**config.mk**
```make
export PLATFORM = sky130hd
export DESIGN_NAME = osd_blender
export DESIGN_NICKNAME = d
export VERILOG_FILES = /design/src/rtl/osd_blender.sv
export SDC_FILE = /design/constraint.sdc
export NUM_CORES = 1
export LEC_CHECK = 0
export ABC_AREA = 1
export CAP_MARGIN = 30
export CORE_MARGIN = 10
export CORE_UTILIZATION = 32
export CTS_CLUSTER_SIZE = 30
export DETAILED_ROUTE_END_ITERATION = 8
export MAX_ROUTING_LAYER = met4
export PLACE_DENSITY = 0.56
export REMOVE_ABC_BUFFERS = 1
export SLEW_MARGIN = 15
export SYNTH_ARGS = -nofsm -noshare
export SYNTH_HDL_FRONTEND = slang
export SYNTH_SLANG_ARGS = --single-unit
```
**constraint.sdc**
```tcl
create_clock -name vclk -period 8.87 [get_ports vclk]
set_input_delay 1.774 -clock vclk [delete_from_list [all_inputs] [get_ports vclk]]
set_output_delay 1.774 -clock vclk [all_outputs]
set_load 0.02 [all_outputs]
```
**src/rtl/osd_blender.sv**
```systemverilog
// Alpha-blends an OSD layer over live video with a per-frame global fade.
// Video is delayed to meet the OSD generator, then a two-stage multiply pipeline mixes them.
`timescale 1ns/1ps
module osd_blender #(
  parameter int unsigned OSD_LAT   = 1,
  parameter int unsigned FADE_STEP = 16
) (
  input  logic       vclk,
  input  logic       rst_i,
  input  logic [7:0] vid_r,
  input  logic [7:0] vid_g,
  input  logic [7:0] vid_b,
  input  logic       vid_hs,
  input  logic       vid_vs,
  input  logic       vid_de,
  input  logic [7:0] osd_alpha,
  input  logic [7:0] osd_red,
  input  logic [7:0] osd_green,
  input  logic [7:0] osd_blue,
  input  logic       osd_enable,
  output logic [7:0] out_r,
  output logic [7:0] out_g,
  output logic [7:0] out_b,
  output logic       out_hs,
  output logic       out_vs,
  output logic       out_de,
  output logic       fade_busy,
  output logic       osd_visible
);

  localparam int unsigned VidW = 27;
  localparam logic [8:0]  Step = 9'(FADE_STEP);

  typedef enum logic [1:0] {StOff, StFadeIn, StOn, StFadeOut} state_e;

  // Packed video word: {r, g, b, hs, vs, de}
  logic [VidW-1:0] vid_in, vid_dly;
  assign vid_in = {vid_r, vid_g, vid_b, vid_hs, vid_vs, vid_de};

  generate
    if (OSD_LAT == 0) begin : g_no_dly
      assign vid_dly = vid_in;
    end else begin : g_dly
      logic [VidW-1:0] dly_q [OSD_LAT];
      always_ff @(posedge vclk or posedge rst_i) begin
        if (rst_i) begin
          for (int unsigned i = 0; i < OSD_LAT; i++) dly_q[i] <= '0;
        end else begin
          dly_q[0] <= vid_in;
          for (int unsigned i = 1; i < OSD_LAT; i++) dly_q[i] <= dly_q[i-1];
        end
      end
      assign vid_dly = dly_q[OSD_LAT-1];
    end
  endgenerate

  // Fade state and global alpha
  state_e     state_q, state_d;
  logic [7:0] g_q, g_d, g_up, g_dn;
  logic [8:0] g_sum;
  logic       vs_prev_q, tick;

  assign tick  = vid_vs & ~vs_prev_q;
  assign g_sum = {1'b0, g_q} + Step;
  assign g_up  = g_sum[8] ? 8'hFF : g_sum[7:0];
  assign g_dn  = ({1'b0, g_q} > Step) ? (g_q - Step[7:0]) : 8'h00;

  always_comb begin
    state_d = state_q;
    g_d     = g_q;
    if (tick) begin
      unique case (state_q)
        StOff: begin
          if (osd_enable) begin
            g_d     = g_up;
            state_d = (g_up == 8'hFF) ? StOn : StFadeIn;
          end
        end
        StOn: begin
          if (!osd_enable) begin
            g_d     = g_dn;
            state_d = (g_dn == 8'h00) ? StOff : StFadeOut;
          end
        end
        StFadeIn, StFadeOut: begin
          if (osd_enable) begin
            g_d     = g_up;
            state_d = (g_up == 8'hFF) ? StOn : StFadeIn;
          end else begin
            g_d     = g_dn;
            state_d = (g_dn == 8'h00) ? StOff : StFadeOut;
          end
        end
        default: state_d = StOff;
      endcase
    end
  end

  always_ff @(posedge vclk or posedge rst_i) begin
    if (rst_i) begin
      state_q     <= StOff;
      g_q         <= 8'h00;
      vs_prev_q   <= 1'b0;
      fade_busy   <= 1'b0;
      osd_visible <= 1'b0;
    end else begin
      state_q     <= state_d;
      g_q         <= g_d;
      vs_prev_q   <= vid_vs;
      fade_busy   <= (state_q == StFadeIn) || (state_q == StFadeOut);
      osd_visible <= (g_q != 8'h00);
    end
  end

  // Stage 1: scale OSD alpha by global alpha; 255 is stretched to 256 so full-on is exact
  logic [8:0]      gs;
  logic [7:0]      a_eff_d, a_eff_q;
  logic [23:0]     osd_q;
  logic [VidW-1:0] vid_s1_q;

  assign gs      = {1'b0, g_q} + {8'b0, g_q[7]};
  assign a_eff_d = 8'(({8'b0, osd_alpha} * {7'b0, gs}) >> 8);

  always_ff @(posedge vclk or posedge rst_i) begin
    if (rst_i) begin
      a_eff_q  <= 8'h00;
      osd_q    <= 24'h0;
      vid_s1_q <= '0;
    end else begin
      a_eff_q  <= a_eff_d;
      osd_q    <= {osd_red, osd_green, osd_blue};
      vid_s1_q <= vid_dly;
    end
  end

  // Stage 2: per-channel mix with k in 0..256 so both endpoints pass through untouched
  logic [8:0] k;
  assign k = {1'b0, a_eff_q} + {8'b0, a_eff_q[7]};

  function automatic logic [7:0] blend(input logic [7:0] o, input logic [7:0] v,
                                       input logic [8:0] kk);
    return 8'(({9'b0, o} * {8'b0, kk} + {9'b0, v} * (17'd256 - {8'b0, kk})) >> 8);
  endfunction

  always_ff @(posedge vclk or posedge rst_i) begin
    if (rst_i) begin
      out_r  <= 8'h00;
      out_g  <= 8'h00;
      out_b  <= 8'h00;
      out_hs <= 1'b0;
      out_vs <= 1'b0;
      out_de <= 1'b0;
    end else begin
      out_hs <= vid_s1_q[2];
      out_vs <= vid_s1_q[1];
      out_de <= vid_s1_q[0];
      if (vid_s1_q[0]) begin
        out_r <= blend(osd_q[23:16], vid_s1_q[26:19], k);
        out_g <= blend(osd_q[15:8],  vid_s1_q[18:11], k);
        out_b <= blend(osd_q[7:0],   vid_s1_q[10:3],  k);
      end else begin
        out_r <= 8'h00;
        out_g <= 8'h00;
        out_b <= 8'h00;
      end
    end
  end

endmodule

```
## Yosys cells after proc, flatten, opt, wreduce, memory -nomap -nowiden

Index checks and enable logic that the tools add are counted.

- $add $sub $neg: 8
- Multipliers: 7
- Magnitude comparators: 1
- Equality and inequality tests: 6
- Mux-type cells: 15
- Bitwise gates (word level): 2
- Reductions and logical operators: 6

Operator list:

| operator | number |
|---|---|
| $mul A8 B9 Y16 | 4 |
| $mux W8 | 8 |
| $add A16 B16 Y16 | 3 |
| $mul A8 B17 Y16 | 2 |
| $pmux W8 S3 | 1 |
| $add A8 B1 Y9 | 2 |
| $mul A9 B10 Y16 | 1 |
| $mux W2 | 5 |
| $sub A9 B9 Y10 const A | 1 |
| $add A8 B5 Y9 const B | 1 |
| $eq A8 B8 Y1 const B | 1 |
| $gt A8 B5 Y1 const B | 1 |
| $logic_not A8 Y1 | 1 |
| $reduce_bool A8 Y1 | 1 |
| $sub A8 B5 Y8 const B | 1 |
| $pmux W2 S3 | 1 |
| $eq A2 B2 Y1 const B | 2 |
| $ne A2 B2 Y1 const B | 2 |
| $reduce_and A3 Y1 | 1 |
| $eq A2 B1 Y1 const B | 1 |
| $logic_not A2 Y1 | 1 |
| $reduce_or A2 Y1 | 1 |
| $and A1 B1 Y1 | 1 |
| $logic_or A1 B1 Y1 | 1 |
| $not A1 Y1 | 1 |

- Register bits: 126
- Input port bits: 62
- Output and inout bits: 29
- Logic and storage cells: 60

## Depth between registers and ports, before layout

Gate-level depths: netlist of run 1.

- Depth in word-level cells: 6
- Gate-level depth with buffers: 38
- Mapped depth without buffers: 37

## Worst setup path after synthesis of run 1

Ideal clock, no wire load.

- Kind: register to register
- Start: register a_eff_q[7]
- End: register out_r[5]
- Setup time: 0.117 ns
- Arrival: 6.775 ns
- Required time: 8.753 ns
- Path slack: 1.979 ns
- Cell stages (with the launch flop): 37
- Buffers on the path: 2
- Period minus slack after synthesis: 6.891 ns
- Cell sequence: dfrtp_1 ha_1 or2_1 nand2_2 buf_1 ha_1 inv_1 nor2_4 nand3_4 o21ai_0 nand2_1 inv_1 clkbuf_1 nand2_1 fa_1 fa_1 inv_1 fa_1 fa_1 fa_1 inv_1 fa_1 inv_1 ha_1 a21oi_1 a21boi_0 o21ai_0 nand2_1 nand2_1 nand2_1 nand2_1 inv_1 nor2_1 nor2_1 nand2_1 nand2_1 nor2_1

- Cells in the longest elaborated chain, start to end: 5
- Elaborated cells on any way between the ends: 6
- Classes of those cells: add/sub: 3; mul: 2; mux: 1

Ends and longest elaborated chain:

| what | line | RTL |
|---|---|---|
| from (decl) | 117 | `logic [7:0] a_eff_d, a_eff_q;` |
| from (signal assigned) | 126 | `a_eff_q <= 8'h00;` |
| from (signal assigned) | 130 | `a_eff_q <= a_eff_d;` |
| $add A8 B1 Y9 * | 138 | `assign k = {1'b0, a_eff_q} + {8'b0, a_eff_q[7]};` |
| $sub A9 B9 Y10 | 142 | `return 8'(({9'b0, o} * {8'b0, kk} + {9'b0, v} * (17'd256 - {8'b0, kk})) >> 8);` |
| $mul A8 B17 Y16 | 142 |  |
| $add A16 B16 Y16 * | 142 |  |
| $mux W8 * | 157 | `if (vid_s1_q[0]) begin` |
| to (signal assigned) | 158 | `out_r <= blend(osd_q[23:16], vid_s1_q[26:19], k);` |
| to (decl) | 21 | `output logic [7:0] out_r,` |

Every way passes the cells marked *; elsewhere a longest branch is shown, timed or not.
A chain may end at the register's enable or synchronous reset.

## Final worst setup path of run 1

- Start: register a_eff_q[7]
- End: register out_b[7]

- Cells in the longest elaborated chain, start to end: 5
- Elaborated cells on any way between the ends: 6
- Classes of those cells: add/sub: 3; mul: 2; mux: 1

Ends and longest elaborated chain:

| what | line | RTL |
|---|---|---|
| $add A8 B1 Y9 * | 138 |  |
| $sub A9 B9 Y10 | 142 |  |
| $mul A9 B10 Y16 | 142 |  |
| $add A16 B16 Y16 * | 142 |  |
| $mux W8 * | 157 |  |
| to (signal assigned) | 160 | `out_b <= blend(osd_q[7:0], vid_s1_q[10:3], k);` |
| to (decl) | 23 | `output logic [7:0] out_b,` |

Marks and branches as above.

==> results of run 1 <==
==> routing by layer <==
layer / vias to the layer above / track usage / part of all wire
li1: 7361 / - / -
met2: 337 / 0.242 / 0.47
met3: 47 / 0.0350 / 0.061
met1: 7672 / 0.199 / 0.45
met5: - / - / 0
met4: 0 / 0.0424 / 0.019
==> cells by family (layout without fill, tap and decap cells) <==
kind of cell,Yosys count,in the layout,share of synthesized area
and+or+nand+nor,809,809,0.155
DFF,125,125,0.147
other,0,4,0
AOI/OAI and AO/OA,135,135,0.0361
buffers and inverters,781,867,0.139
xor gates and xnor gates,51,51,0.0214
adders and majority gates,605,605,0.500
==> Yosys cell counts (2+ instances only) <==
cell type / instances
inv_1: 715
nand2_2: 13
o211ai_1: 4
nand3b_1: 3
nor4_1: 2
inv_2: 8
nand3_1: 45
nand4_1: 6
a21boi_0: 7
o21a_1: 5
xnor2_1: 29
nor2_4: 3
or2_1: 2
o21bai_1: 3
a22oi_1: 2
nand2_4: 4
nor3_1: 12
clkbuf_1: 34
nor2_1: 248
a31oi_1: 5
buf_2: 6
o21ai_0: 39
ha_1: 199
clkinv_1: 3
buf_4: 3
nand2_1: 461
nand3_2: 3
dfrtp_1: 125
buf_1: 10
xor2_1: 21
a21oi_1: 57
o21ai_1: 6
nor2_2: 2
fa_1: 406
==> state kept, by name (all words and copies together), names as in the netlist <==
| signal | cells |
|---|---|
| vid_s1_q | 27 |
| out_hs | 1 |
| out_de | 1 |
| osd_q | 24 |
| out_b | 8 |
| state_q | 2 |
| out_r | 8 |
| fade_busy | 1 |
| osd_visible | 1 |
| out_g | 8 |
| g_dly.dly_q | 27 |
| g_q | 8 |
| a_eff_q | 8 |
| out_vs | 1 |
==> critical path, delay by kind of cell, from the launching register on <==
| family | cells | cell delay [ns] |
|---|---|---|
| flops | 1 | 0.46 |
| simple gates | 9 | 1.32 |
| compound gates | 6 | 1.11 |
| fa+ha+maj | 9 | 3.72 |
| buf+inv | 7 | 1.17 |
==> layout make-up <==
class	instances	area [µm²]
sequential	125	3130
clock inverter	14	158
clock buffer	18	429
fill	6797	42000
antenna	4	10.0
tap	864	1080
timing repair buffer	108	1060
inverter	727	2740
multi-input combinational	1600	15100
==> through the flow <==
| step | worst slack, ns | hold slack [ns] | util |
|---|---|---|---|
| 2_1_floorplan | 1.76 | 0.331 | - |
| 3_3_place_gp | 1.24 | 0.332 | 0.352 |
| 3_5_place_dp | 1.09 | 0.335 | 0.352 |
| 4_1_cts | 1.05 | 0.345 | 0.360 |
| 5_1_grt | 0.484 | 0.353 | 0.361 |
| 6_report | 0.987 | 0.346 | 0.361 |
==> worst max path at each step <==
stage	start	slack [ns]	endpoint
6_report	a_eff_q[7]$_DFF_PP0_	0.99	out_b[7]$_DFF_PP0_
3_3_place_gp	a_eff_q[7]$_DFF_PP0_	1.24	out_b[7]$_DFF_PP0_
3_5_place_dp	a_eff_q[7]$_DFF_PP0_	1.09	out_b[7]$_DFF_PP0_
4_1_cts	a_eff_q[7]$_DFF_PP0_	1.05	out_b[7]$_DFF_PP0_
5_1_grt	a_eff_q[7]$_DFF_PP0_	0.48	out_r[6]$_DFF_PP0_
2_1_floorplan	a_eff_q[7]$_DFF_PP0_	1.76	out_r[5]$_DFF_PP0_
==> qor.csv, run 1 <==
stage;metric;value;unit
logic_synthesis;synth-edff-count;0;
timing;finClkSkew;0.0151;ns
timing;setup_viol;0;
timing;worstMarginPinSlew;0.836;ns
worst_setup_path;crit_path_end_kind;flip-flop;
worst_setup_path;rr_worst_depth;31;
floorplanning;core;65700;µm²
placement;post-place-cells;3423;
timing;fin_crit_sh;0.889;
final_layout;instances_no_fill;3460;
logic_synthesis;yosys_register_bits;125;
detailed_routing;finalWirelength;54800;µm
clock_tree;postCtsHoldBufs;0;
grt;grt_pass1_wl;90500;µm
timing;rsz0062_at_grt;false;
clock_tree;cts_buffer_depth;2;
worst_hold_path;min_path_cells;0;
floorplanning;row_count;94;
final_layout;layout_common_cells;inv_1 (714), nand2_1 (461), fa_1 (406), nor2_1 (248), ha_1 (198);
placement;globalplace.congestion;0.868;
timing;slew_headroom;0.440;
grt;antenna_found_initial;5;
final_layout;drive_gt1_frac;0.0355;
logic_synthesis;synth_area_leaders;fa_1 (38%), dfrtp_1 (15%), inv_1 (13%);
detailed_routing;vias;15417;
grt;grt_max_degree;68;
logic_synthesis;async_flop_share;1.00;
worst_setup_path;critPathMaxStageDelay;0.59;ns
final_layout;finalInstanceArea;23700;µm²
detailed_routing;avgRoutedWirePerCell;15.8;µm
clock_tree;h-tree-depth;4;
worst_setup_path;worstPathRequired;9.28;ns
grt;overflow;0;
detailed_routing;drt-pass1-iter-count;5;
timing;period_needed;7.88;ns
timing;fmax;127;MHz
placement;dp_hpwl;44700;µm
floorplanning;die_area;77000;µm²
logic_synthesis;yosysWarningCount;0;
clock_tree;postCtsSetupBuffers;0;
floorplanning;io_pins;91;
floorplanning;die_width;278;µm
timing;final_max_slew_viol_count;0;
worst_setup_path;cp-start-kind;flip-flop;
final_layout;final_common_cell;inv_1;
flow_run;drv_cap;0;
worst_setup_path;cp_max_fo;18;
worst_hold_path;hold_end;vid_s1_q[5]$_DFF_PP0_;
worst_hold_path;min_from;g_dly.dly_q[5]$_DFF_PP0_;
worst_setup_path;reg2reg_from;a_eff_q[7]$_DFF_PP0_;
timing;finalSetupTns;0;ns
worst_setup_path;crit_arrival;8.30;ns
clock_tree;cts_sinks;125;
clock_tree;cts_tree;done;
grt;grt_pass1_vias;16497;
clock_tree;worstSkewPairLatency;0.49;ns
outcome;status;complete, no violations;
placement;place_area;23100;µm²
detailed_routing;drt_iter0_drc;992;
logic_synthesis;yosysTopAreaCell;fa_1;
clock_tree;clk_pin_slew_worst_paths;0.07;ns
worst_setup_path;r2r_end;out_b[7]$_DFF_PP0_;
worst_setup_path;r2r_setup_slack;0.99;ns
clock_tree;cts_buffers;17;
logic_synthesis;synth_area;21200;µm²
logic_synthesis;synth_top_area_frac;0.383;
logic_synthesis;yosysSeqAreaShare;0.147;
worst_setup_path;slowest_stage;inv_1;
logic_synthesis;synth_ff_type;dfrtp_1;
detailed_routing;viasPerCell;4.46;
clock_tree;clk_root_buffer_cell;clkbuf_16;
final_layout;nets;3246;
logic_synthesis;syn-mean-instance-area;8.47;µm²
final_layout;syn2layout_area_growth;11.8;%
worst_hold_path;min_path_type;reg -> reg;
timing;hold_viol;0;
logic_synthesis;synthCells;2506;
grt;grt_usage;0.155;
logic_synthesis;ys_types;49;
placement;port_buffers;90;
floorplanning;die_y;278;µm
detailed_routing;ant_nets;0;
floorplanning;initial_core_util;0.323;
worst_setup_path;timing_worst_setup_path_type;reg -> reg;
detailed_routing;drc;0;
clock_tree;cts_resized;0;
Power of run 1 is not shown: default switching activity piles up to over one toggle a cycle in this logic, so the estimate is an artifact.
==> inputs of run 2 (changes only) <==
--- a/config.mk
+++ b/config.mk
@@ -9,7 +9,7 @@
 export CAP_MARGIN = 30
 export CORE_MARGIN = 10
 export CORE_UTILIZATION = 32
-export CTS_CLUSTER_SIZE = 30
+export CTS_CLUSTER_SIZE = 16
 export DETAILED_ROUTE_END_ITERATION = 8
 export MAX_ROUTING_LAYER = met4
 export PLACE_DENSITY = 0.56
==> results of run 2 <==
The final DEF is identical to that of run 1; final timing and power are the same.
Power of run 2 is left out for the same reason.
==> inputs of run 3 (changes only) <==
--- a/config.mk
+++ b/config.mk
@@ -7,7 +7,7 @@
 export LEC_CHECK = 0
 export ABC_AREA = 1
 export CAP_MARGIN = 30
-export CORE_MARGIN = 10
+export CORE_MARGIN = 1.5
 export CORE_UTILIZATION = 32
 export CTS_CLUSTER_SIZE = 16
 export DETAILED_ROUTE_END_ITERATION = 8
==> run 3 against run 2 <==
Against the previous run: setup slack better by 0.39 ns; non-clock buffer count unchanged; flip-flop and latch count unchanged.
==> qor.csv, run 3 (synthesized netlist as in run 1, its figures left out) <==
stage;metric;value;unit
worst_setup_path;timing_worst_setup_path_type;reg -> reg;
detailed_routing;avgRoutedWirePerCell;15.6;µm
grt;grt_usage;0.177;
final_layout;drive_gt1_frac;0.0347;
final_layout;fillers;6794;
final_layout;seq_area;3130;µm²
placement;globalplace.congestion;0.908;
detailed_routing;drc;0;
timing;worstMarginPinSlew;0.826;ns
detailed_routing;vias;15383;
final_layout;syn2layout_area_growth;11.8;%
timing;setup_viol;0;
worst_setup_path;cp_num_buf_inv;7;
final_layout;top_regs;g_dly.dly_q (27), vid_s1_q (27), osd_q (24);
detailed_routing;ant_nets;0;
grt;grt_pass1_wl;88300;µm
placement;port_buffers;90;
timing;final_max_slew_viol_count;0;
placement;place_area;23100;µm²
worst_setup_path;worstPathRequired;9.24;ns
clock_tree;cts_tree;done;
worst_setup_path;critical_path.most_common_cell;nand2_1;
outcome;status;complete, no violations;
clock_tree;cts_resized;0;
clock_tree;cts_buffers;17;
clock_tree;postCtsSetupBuffers;0;
clock_tree;clk_root_buffer_cell;clkbuf_16;
placement;dp_hpwl;44500;µm
detailed_routing;drt-pass1-iter-count;5;
timing;slew_headroom;0.450;
worst_setup_path;slowest_stage;fa_1;
detailed_routing;finalWirelength;53900;µm
final_layout;finalInstanceArea;23700;µm²
worst_setup_path;critPathMaxStageDelay;0.55;ns
floorplanning;row_count;94;
floorplanning;core;65700;µm²
final_layout;final_common_cell;inv_1;
worst_setup_path;cp-start-kind;flip-flop;
worst_hold_path;min_path_type;reg -> reg;
grt;overflow;0;
worst_setup_path;crit_path_end_kind;flip-flop;
clock_tree;cts_buffer_depth;2;
detailed_routing;drt_iter0_drc;937;
clock_tree;h-tree-depth;4;
clock_tree;cts_sinks;125;
detailed_routing;viasPerCell;4.45;
clock_tree;postCtsHoldBufs;0;
final_layout;multi_input_area;15100;µm²
timing;finalSetupTns;0;ns
worst_setup_path;cp_max_fo;17;
timing;rsz0062_at_grt;false;
final_layout;layout_common_cells;inv_1 (714), nand2_1 (461), fa_1 (406), nor2_1 (248), ha_1 (199);
grt;grt_pass1_vias;16275;
floorplanning;initial_core_util;0.323;
timing;fin_crit_sh;0.844;
clock_tree;worstSkewPairLatency;0.49;ns
floorplanning;io_pins;91;
worst_setup_path;r2r_setup_slack;1.38;ns
grt;antenna_found_initial;1;
worst_setup_path;critPathTopFamily;adder cells;
timing;finClkSkew;0.0111;ns
timing;hold_viol;0;
timing;fmax;134;MHz
worst_setup_path;crit_arrival;7.86;ns
grt;grt_max_degree;66;
clock_tree;clk_pin_slew_worst_paths;0.06;ns
timing;period_needed;7.49;ns
floorplanning;die_y;261;µm
final_layout;nets;3246;
floorplanning;die_width;261;µm
floorplanning;die_area;67900;µm²
flow_run;drv_cap;0;
-- run 3: changes by cell type in the layout (fill, tap and decap cells not counted), sizes merged --
cell / delta
clkinvlp: +1
bufinv: +1
inv: -4
clkbuf: +2
diode: -3
-- run 3: path summary, 6_finish.rpt --
| kind | cells after the start | endpoint | from |
|---|---|---|---|
| max | 36 | out_r[5]$_DFF_PP0_ | a_eff_q[7]$_DFF_PP0_ |
| min | 0 | vid_s1_q[13]$_DFF_PP0_ | g_dly.dly_q[13]$_DFF_PP0_ |
| max reg2reg | 36 | out_r[5]$_DFF_PP0_ | a_eff_q[7]$_DFF_PP0_ |
| min reg2reg | 0 | vid_s1_q[13]$_DFF_PP0_ | g_dly.dly_q[13]$_DFF_PP0_ |
| max in group asynchronous | 3 | g_dly.dly_q[21]$_DFF_PP0_ | rst_i |
| min in group asynchronous | 2 | g_q[5]$_DFFE_PP0P_ | rst_i |
-- run 3: area by class of cell --
class                           count  share of cell area
Sequential cell                   125               0.132
Clock buffer                       20              0.0188
Inverter                          727               0.115
Timing Repair Buffer              108              0.0437
Clock inverter                     12             0.00680
Antenna cell                        1            0.000105
Tap cell                          864              0.0456
Multi-Input combinational cell   1600               0.638
-- run 3: per-layer routing --
layer / wire length, µm / share of wire / global-route usage
met1: 23600 / 0.44 / 0.229
met2: 25800 / 0.48 / 0.282
met3: 3460 / 0.064 / 0.0330
met4: 1100 / 0.020 / 0.0493
met5: 0 / 0 / -
-- run 3: worst reg2reg max path: cells and delay by family, from the launching register on --
kind	cells	cell delay (ns)
buf+inv	7	0.89
simple gates	17	1.93
fa+ha+maj	8	3.48
compound gates	4	0.63
flops	1	0.46
-- run 3: metrics by stage --
| step | setup WS [ns] | cells | hold WS [ns] | util |
|---|---|---|---|---|
| floorplan | 1.76 | 2452 | 0.331 | - |
| global placement | 1.56 | 3424 | 0.333 | 0.352 |
| detailed placement | 1.40 | 3424 | 0.335 | 0.352 |
| CTS | 1.41 | 3456 | 0.350 | 0.361 |
| global route | 0.835 | 3457 | 0.351 | 0.361 |
| finish | 1.38 | 3457 | 0.347 | 0.361 |
Power of run 3 is left out for the same reason.
